[src/rtl/bcd_pkg.sv]
// Shared types and constants for the sequential binary-to-BCD converter.
// Optional feature macro: BCD_SIGN_EN (two's-complement input with sign output).
package bcd_pkg;

  // Converter control states
  typedef enum logic [1:0] {
    IDLE  = 2'd0,
    SHIFT = 2'd1,
    DONE  = 2'd2
  } state_t;

  // Digit adjust: any digit >= 5 gets +3 before the left shift
  localparam logic [3:0] ADJ_THRESH = 4'd5;
  localparam logic [3:0] ADJ_ADD    = 4'd3;
  localparam logic [3:0] DIGIT_MAX  = 4'd9;

  // Ceiling log2, valid for value >= 1
  function automatic int clog2(input int value);
    int r;
    r = 0;
    for (int p = 1; p < value; p = p * 2) begin
      r = r + 1;
    end
    return r;
  endfunction

  // Counter must hold BIN_W itself, hence BIN_W+1 codes
  function automatic int cnt_width(input int bin_w);
    return clog2(bin_w + 1);
  endfunction

  // Packed BCD result width
  function automatic int bcd_width(input int digits);
    return 4 * digits;
  endfunction

endpackage

[src/rtl/bcd_digit_adj.sv]
// Single-digit add-3 correction used by the double-dabble shifter.
// Optional feature macro: BCD_SIGN_EN (not used in this file).
module bcd_digit_adj
  import bcd_pkg::*;
(
  input  logic [3:0] i_dig,
  output logic [3:0] o_dig
);

  // Add 3 to any digit of 5 or more so the following shift carries correctly
  always_comb begin
    o_dig = i_dig;
    if (i_dig >= ADJ_THRESH) begin
      o_dig = i_dig + ADJ_ADD;
    end
  end

endmodule

[src/rtl/bin2bcd_seq.sv]
// Sequential binary-to-BCD converter (shift-and-add-3) with start/busy/done
// handshake and sticky overflow. One conversion takes BIN_W+2 cycles.
// Optional feature macro: BCD_SIGN_EN -- when defined bin_in is two's complement,
// the magnitude is converted and sign_out reports the sign; when undefined
// sign_out is tied to 0.
module bin2bcd_seq
  import bcd_pkg::*;
#(
  parameter int BIN_W  = 16,
  parameter int DIGITS = 5
) (
  input  logic                  clk,
  input  logic                  reset,
  input  logic                  start,
  input  logic [BIN_W-1:0]      bin_in,
  output logic                  busy,
  output logic                  done,
  output logic [4*DIGITS-1:0]   bcd_out,
  output logic                  ovf,
  output logic                  sign_out
);

  localparam int BCD_W = bcd_width(DIGITS);
  localparam int CNT_W = cnt_width(BIN_W);
  localparam logic [CNT_W-1:0] CNT_LOAD = CNT_W'(BIN_W);
  localparam logic [CNT_W-1:0] CNT_ONE  = CNT_W'(1);

  state_t             r_state;
  logic [CNT_W-1:0]   r_cnt;
  logic [BCD_W-1:0]   r_acc;
  logic [BIN_W-1:0]   r_mag;
  logic               r_ovf_acc;

  logic               w_accept;
  logic [BCD_W-1:0]   w_adj;
  logic [3:0]         w_top_adj;
  logic               w_ovf_step;
  logic [BIN_W-1:0]   w_load_mag;

  assign w_accept = (r_state == IDLE) && start;

  // All digits are corrected in parallel from the current accumulator
  for (genvar g = 0; g < DIGITS; g++) begin : g_adj
    bcd_digit_adj u_adj (
      .i_dig (r_acc[4*g +: 4]),
      .o_dig (w_adj[4*g +: 4])
    );
  end

  // A 1 leaving the top digit, or a top digit beyond 9, means the value
  // does not fit in DIGITS digits; only the low digits survive.
  assign w_top_adj  = w_adj[BCD_W-1 -: 4];
  assign w_ovf_step = w_top_adj[3] | (w_top_adj > DIGIT_MAX);

`ifdef BCD_SIGN_EN
  logic w_neg;
  logic r_sign;

  assign w_neg = bin_in[BIN_W-1];
  // Magnitude is kept as BIN_W unsigned bits so the most negative value converts
  assign w_load_mag = w_neg ? (-bin_in) : bin_in;

  // Latch the operand sign on accept, publish it with the result
  always_ff @(posedge clk or posedge reset) begin
    if (reset) begin
      r_sign   <= 1'b0;
      sign_out <= 1'b0;
    end else begin
      if (w_accept) begin
        r_sign <= w_neg;
      end
      if (r_state == DONE) begin
        sign_out <= r_sign;
      end
    end
  end
`else
  assign w_load_mag = bin_in;
  assign sign_out   = 1'b0;
`endif

  // Control FSM, shift counter, sticky overflow and registered result outputs
  always_ff @(posedge clk or posedge reset) begin
    if (reset) begin
      r_state   <= IDLE;
      r_cnt     <= '0;
      r_ovf_acc <= 1'b0;
      busy      <= 1'b0;
      done      <= 1'b0;
      bcd_out   <= '0;
      ovf       <= 1'b0;
    end else begin
      done <= 1'b0;
      case (r_state)
        IDLE: begin
          if (start) begin
            r_state   <= SHIFT;
            r_cnt     <= CNT_LOAD;
            r_ovf_acc <= 1'b0;
            busy      <= 1'b1;
          end
        end
        SHIFT: begin
          r_cnt     <= r_cnt - CNT_ONE;
          r_ovf_acc <= r_ovf_acc | w_ovf_step;
          if (r_cnt == CNT_ONE) begin
            r_state <= DONE;
          end
        end
        DONE: begin
          bcd_out <= r_acc;
          ovf     <= r_ovf_acc;
          done    <= 1'b1;
          busy    <= 1'b0;
          r_state <= IDLE;
        end
        default: begin
          r_state <= IDLE;
          busy    <= 1'b0;
        end
      endcase
    end
  end

  // Datapath: load operand on accept, otherwise adjust-then-shift while in SHIFT
  always_ff @(posedge clk) begin
    if (w_accept) begin
      r_acc <= '0;
      r_mag <= w_load_mag;
    end else if (r_state == SHIFT) begin
      {r_acc, r_mag} <= {w_adj[BCD_W-2:0], r_mag, 1'b0};
    end
  end

endmodule

[config.mk]
export PLATFORM = sky130hd
export DESIGN_NAME = bin2bcd_seq
export DESIGN_NICKNAME = d
export VERILOG_FILES = /design/src/rtl/bcd_pkg.sv /design/src/rtl/bcd_digit_adj.sv /design/src/rtl/bin2bcd_seq.sv
export SDC_FILE = /design/constraint.sdc
export NUM_CORES = 1
export LEC_CHECK = 0
export ABC_CLOCK_PERIOD_IN_PS = 2000
export BUFFER_PORTS_ARGS = -buffer_cell sky130_fd_sc_hd__buf_2
export CORE_UTILIZATION = 55
export DETAILED_ROUTE_END_ITERATION = 12
export PLACE_DENSITY = 0.86
export REMOVE_ABC_BUFFERS = 1
export SLEW_MARGIN = 10
export SYNTH_ARGS = -nofsm -noshare
export SYNTH_HDL_FRONTEND = slang
export SYNTH_SLANG_ARGS = --single-unit
[constraint.sdc]
create_clock -name clk -period 2 [get_ports clk]
set_clock_uncertainty 0.2 [all_clocks]
set_input_delay 0.3 -clock clk [delete_from_list [all_inputs] [get_ports clk]]
set_output_delay 0.3 -clock clk [all_outputs]
set_load 0.1 [all_outputs]
# Yosys cells after proc, flatten, opt, wreduce, memory -nomap -nowiden
# Cells that the tools add are included.
# word_totals
out_inout_bits	24
word_cells	53
in_bits	19
register_bits	67
# classes
mux	17
eq_ne	5
n_reduce_logical	7
n_bitwise	3
magnitude_cmp	6
n_addsub	6
# op_table
op	count
$mux 16	2
$add 4x2->4 const B	5
$ge 4x3->1 const B	5
$mux 4	5
$pmux 5 s2	1
$reduce_and 2->1	3
$eq 5x1->1 const B	1
$mux 5	1
$sub 5x1->5 const B	1
$gt 4x4->1 const B	1
$mux 2	2
$ne 2x2->1 const B	2
$pmux 1 s2	2
$pmux 2 s2	1
$reduce_bool 2->1	2
$mux 1	3
$eq 2x1->1 const B	1
$eq 2x2->1 const B	1
$logic_not 2->1	1
$or 1x1->1	2
$logic_and 1x1->1	1
$not 1->1	1

# Logic depth before layout (Yosys ltp)
# logic_depth
ltp_word	6
ltp_mapped	6
mapped_depth_nobuf	6

# Hierarchy
# From an unflattened synthesis, not the netlist that was laid out.
# unflattened
hier_cells	320
area_unflattened_um2	3109.2
# modules_own_cells
mod	instances	seq_area_each_um2	cells_each	area_per_inst_um2
bin2bcd_seq	1	1656.6	240	2602.5
bcd_digit_adj	5	0.0	16	101.3

# Worst setup path before layout
# Ideal clock, no wire load.
# synth_path
kind	flip-flop to flip-flop
start	register r_state[1]
end	register r_mag[0], enable pin
arrival_time_ps	1204
setup_ps	372
setup_slack_ps	225
stages_incl_launch_ff	5
cell_sequence	dfrtp_1 nor2_1 nand2_1 buf_2 nand2_1
# synth_between
elab_chain_len	3
elab_cells_between_ends	4
cone_classes	eq/ne: 1; reduce/logical: 3
# synth_lines
element	line_no	source
start: declaration	bin2bcd_seq.sv:28	state_t r_state;
start signal: assignment	bin2bcd_seq.sv:85	r_state <= IDLE;
start signal: assignment	bin2bcd_seq.sv:97	r_state <= SHIFT;
start signal: assignment	bin2bcd_seq.sv:107	r_state <= DONE;
$logic_not 2->1	bin2bcd_seq.sv:40	assign w_accept = (r_state == IDLE) && start;
$logic_and 1x1->1	bin2bcd_seq.sv:40	
$reduce_bool 2->1 (no line) (*)	n/a	
end signal: assignment	bin2bcd_seq.sv:129	r_mag <= w_load_mag;
end signal: assignment	bin2bcd_seq.sv:131	{r_acc, r_mag} <= {w_adj[BCD_W-2:0], r_mag, 1'b0};
end: declaration	bin2bcd_seq.sv:31	logic [BIN_W-1:0] r_mag;
# Every way passes the cells marked *; elsewhere a longest branch is shown, timed or not.
# A chain may end at the register's enable or synchronous reset.

# Worst setup path in the final report
# layout_path
start	register r_acc[1]
end	register r_acc[2]
# layout_between
elab_chain_len	2
elab_cells_between_ends	3
cone_classes	add/sub: 1; order compare: 1; mux: 1
# layout_lines
element	line_no	source
start: declaration	bin2bcd_seq.sv:30	logic [BCD_W-1:0] r_acc;
start signal: assignment	bin2bcd_seq.sv:131	
$add 4x2->4 or $ge 4x3->1 (tied branches)	bcd_digit_adj.sv:14, bcd_digit_adj.sv:13	
$mux 4 (*)	bcd_digit_adj.sv:13	if (i_dig >= ADJ_THRESH) begin
# Marks and branches as above.

==> impl_metrics.toml <==
[status]
status = "complete, no violations"

[critical_path]
cp_data_required_time_ps = 2080
crit_type = "register to register"
start_kind = "register"
rrSetupSlack_ps = 140
end_kind = "register"
cp.arrival_ps = 1940
path_cells = "inv_1, ha_1, nand2b_1, a21oi_1, mux2_2, o21ai_0"
cp_max_fo = 4
max_stage_delay_ps = 370
cp_slowest_cell = "mux2_2"

[die]
core_sq_um = 5140
rows = 26
die_w_microns = 75.51
initial_core_util = 0.5781
dieHeight_microns = 75.51
io_pins = 43
dieArea_sq_um = 5701

[final_layout]
diodes = 0
layout.nets = 374
final_cell_mix = "nand2_1 (63), buf_2 (41), o21ai_0 (33)"
final_common_cell = "nand2_1"
syn2layout_area_growth_pct = 16.88
fin_cells = 418
final_core_util = 0.6758
fillers = 392
drive_gt1_frac = 0.2385

[clocking]
cts_setup_buffers = 0
cts_buffers = 9
cts_sinks = 67
cts_buffer_depth = 2
clock_latency_ps = 350
cts_resized = 0
cts-htree-levels = 3
cts_tree = "built"
root_buffer = "clkbuf_8"
clk_pin_slew_worst_paths_ps = 80

[place]
preCtsSetupSlack_ps = 167.0
dp_hpwl_microns = 3632
portBuffers = 41
gp_congestion = 0.8042
place_inst = 400

[detailed_routing]
viasPerCell = 5.222
wl_per_cell_microns = 12.83
vias = 2183
dr.pass1.iters = 4
drc = 0
first_iter_violations = 129
routed_wl_microns = 5362
ant_nets = 0

[synthesis]
ys_warn_count = 0
synth.largest_area_cell = "dfrtp_1"
syn_avg_cell_area_sq_um = 10.11
syn_area_sq_um = 2972
async_reset_ff_frac = 0.4627
synth_edf_count = 16
synth.distinct_cells = 31
synth-main-ff-cell = "dfrtp_1"
ys_seq_area_frac = 0.5575
synth_top_area_frac = 0.2611
synth_seq_cells = 67
synthCells = 294
synthTopCellsByArea = "dfrtp_1 (26%), edfxtp_1 (16%), dfxtp_1 (13%)"

[timing]
period_share = 0.9291
rsz0062_at_grt = "no"
final_hold_viol_count = 0
holdWs_ps = 18.75
setup_ws_ps = 141.9
setup_violations = 0
min_period_ps = 1858
clock.fmax_mhz = 538.2
drv_slew = 0

[flow_run]
max_cap_violations = 0

[global_route]
grt_first_pass_wirelength_microns = 8845
antenna_found_initial = 0
grt_overflow_total = 0
grt_usage = 0.2142
grt_pass1_vias = 2081
grt_max_degree = 32

[min_path]
holdCritPathClass = "primary input to register"
registers in the layout (all words and copies together) (netlist names), 2 cells and up:
name,flops
r_mag,16
bcd_out,20
r_acc,20
r_cnt,5
r_state,2
path summary, 6_finish.rpt:
path | to | cells past startpoint | startpoint
setup / recovery | r_acc[2] | 6 | r_acc[1]
hold / removal | r_mag[6] | 3 | bin_in[6]
setup reg to reg | r_acc[2] | 6 | r_acc[1]
hold reg to reg | r_acc[0] | 2 | r_mag[15]
max in group asynchronous | done | 4 | reset
min in group asynchronous | bcd_out[16] | 4 | reset
logic make-up after synthesis:
logic type	Yosys count	share of synthesized area
AOI/OAI and AO/OA	53	0.09516
xor gates and xnor gates	9	0.02652
DFF	67	0.5575
muxes	17	0.06400
other	1	0.001262
adders and majority gates	12	0.05052
and+or+nand+nor	105	0.1596
buffers and inverters	30	0.04547
through the flow:
| stage | setup TNS [ps] | instance area (sq um) |
|---|---|---|
| finish | 0 | 3473 |
| global route | 0 | 3473 |
| floorplan | -1663 | 2893 |
| CTS | 0 | 3473 |
| global placement | 0 | 3261 |
| detailed placement | 0 | 3261 |
Yosys cell counts, types with 2 or more instances:
master / instances
ha_1: 12
nand2b_1: 6
buf_2: 6
a21oi_1: 11
o32ai_1: 4
xor2_1: 4
mux2_2: 16
buf_4: 4
and2_1: 2
nand3_1: 19
edfxtp_1: 16
inv_1: 15
clkbuf_1: 5
nand2_1: 63
o21ai_1: 4
dfrtp_1: 31
xnor2_1: 5
nor2_1: 7
o21ai_0: 33
dfxtp_1: 20
critical path: cells and delay by family (launching register included):
kind / cells / cell delay [ps]
AOI/OAI and AO/OA: 2 / 430
muxes: 1 / 370
DFF: 1 / 360
adders and majority gates: 1 / 190
and+or+nand+nor: 1 / 140
buffers and inverters: 1 / 100
cell type report:
class | instances | area [sq um] | share of cell area
multi-input cells | 197 | 1180 | 0.3397
flip-flops and latches | 67 | 1657 | 0.4769
clock buffers | 15 | 187.7 | 0.05403
clock inverters | 1 | 5.005 | 0.001441
inverters | 15 | 56.30 | 0.01621
repair buffers | 53 | 300.3 | 0.08646
well taps | 70 | 87.58 | 0.02522
repair_timing:
action	in CTS	in global routing
endpoints found under the hold margin	32	0
hold buffers	2	0
setup endpoints to repair	0	0
routing by layer:
| layer | vias up | track usage | routed length [microns] |
|---|---|---|---|
| met3 | 15 | 0.04762 | 264 |
| li1 | 1090 | - | - |
| met1 | 1021 | 0.2409 | 2373 |
| met5 | - | 0 | 0 |
| met4 | 0 | 0.1337 | 158 |
| met2 | 57 | 0.3700 | 2566 |
Power is not shown: default switching activity piles up to over one toggle a cycle in this logic, so the estimate is an artifact.
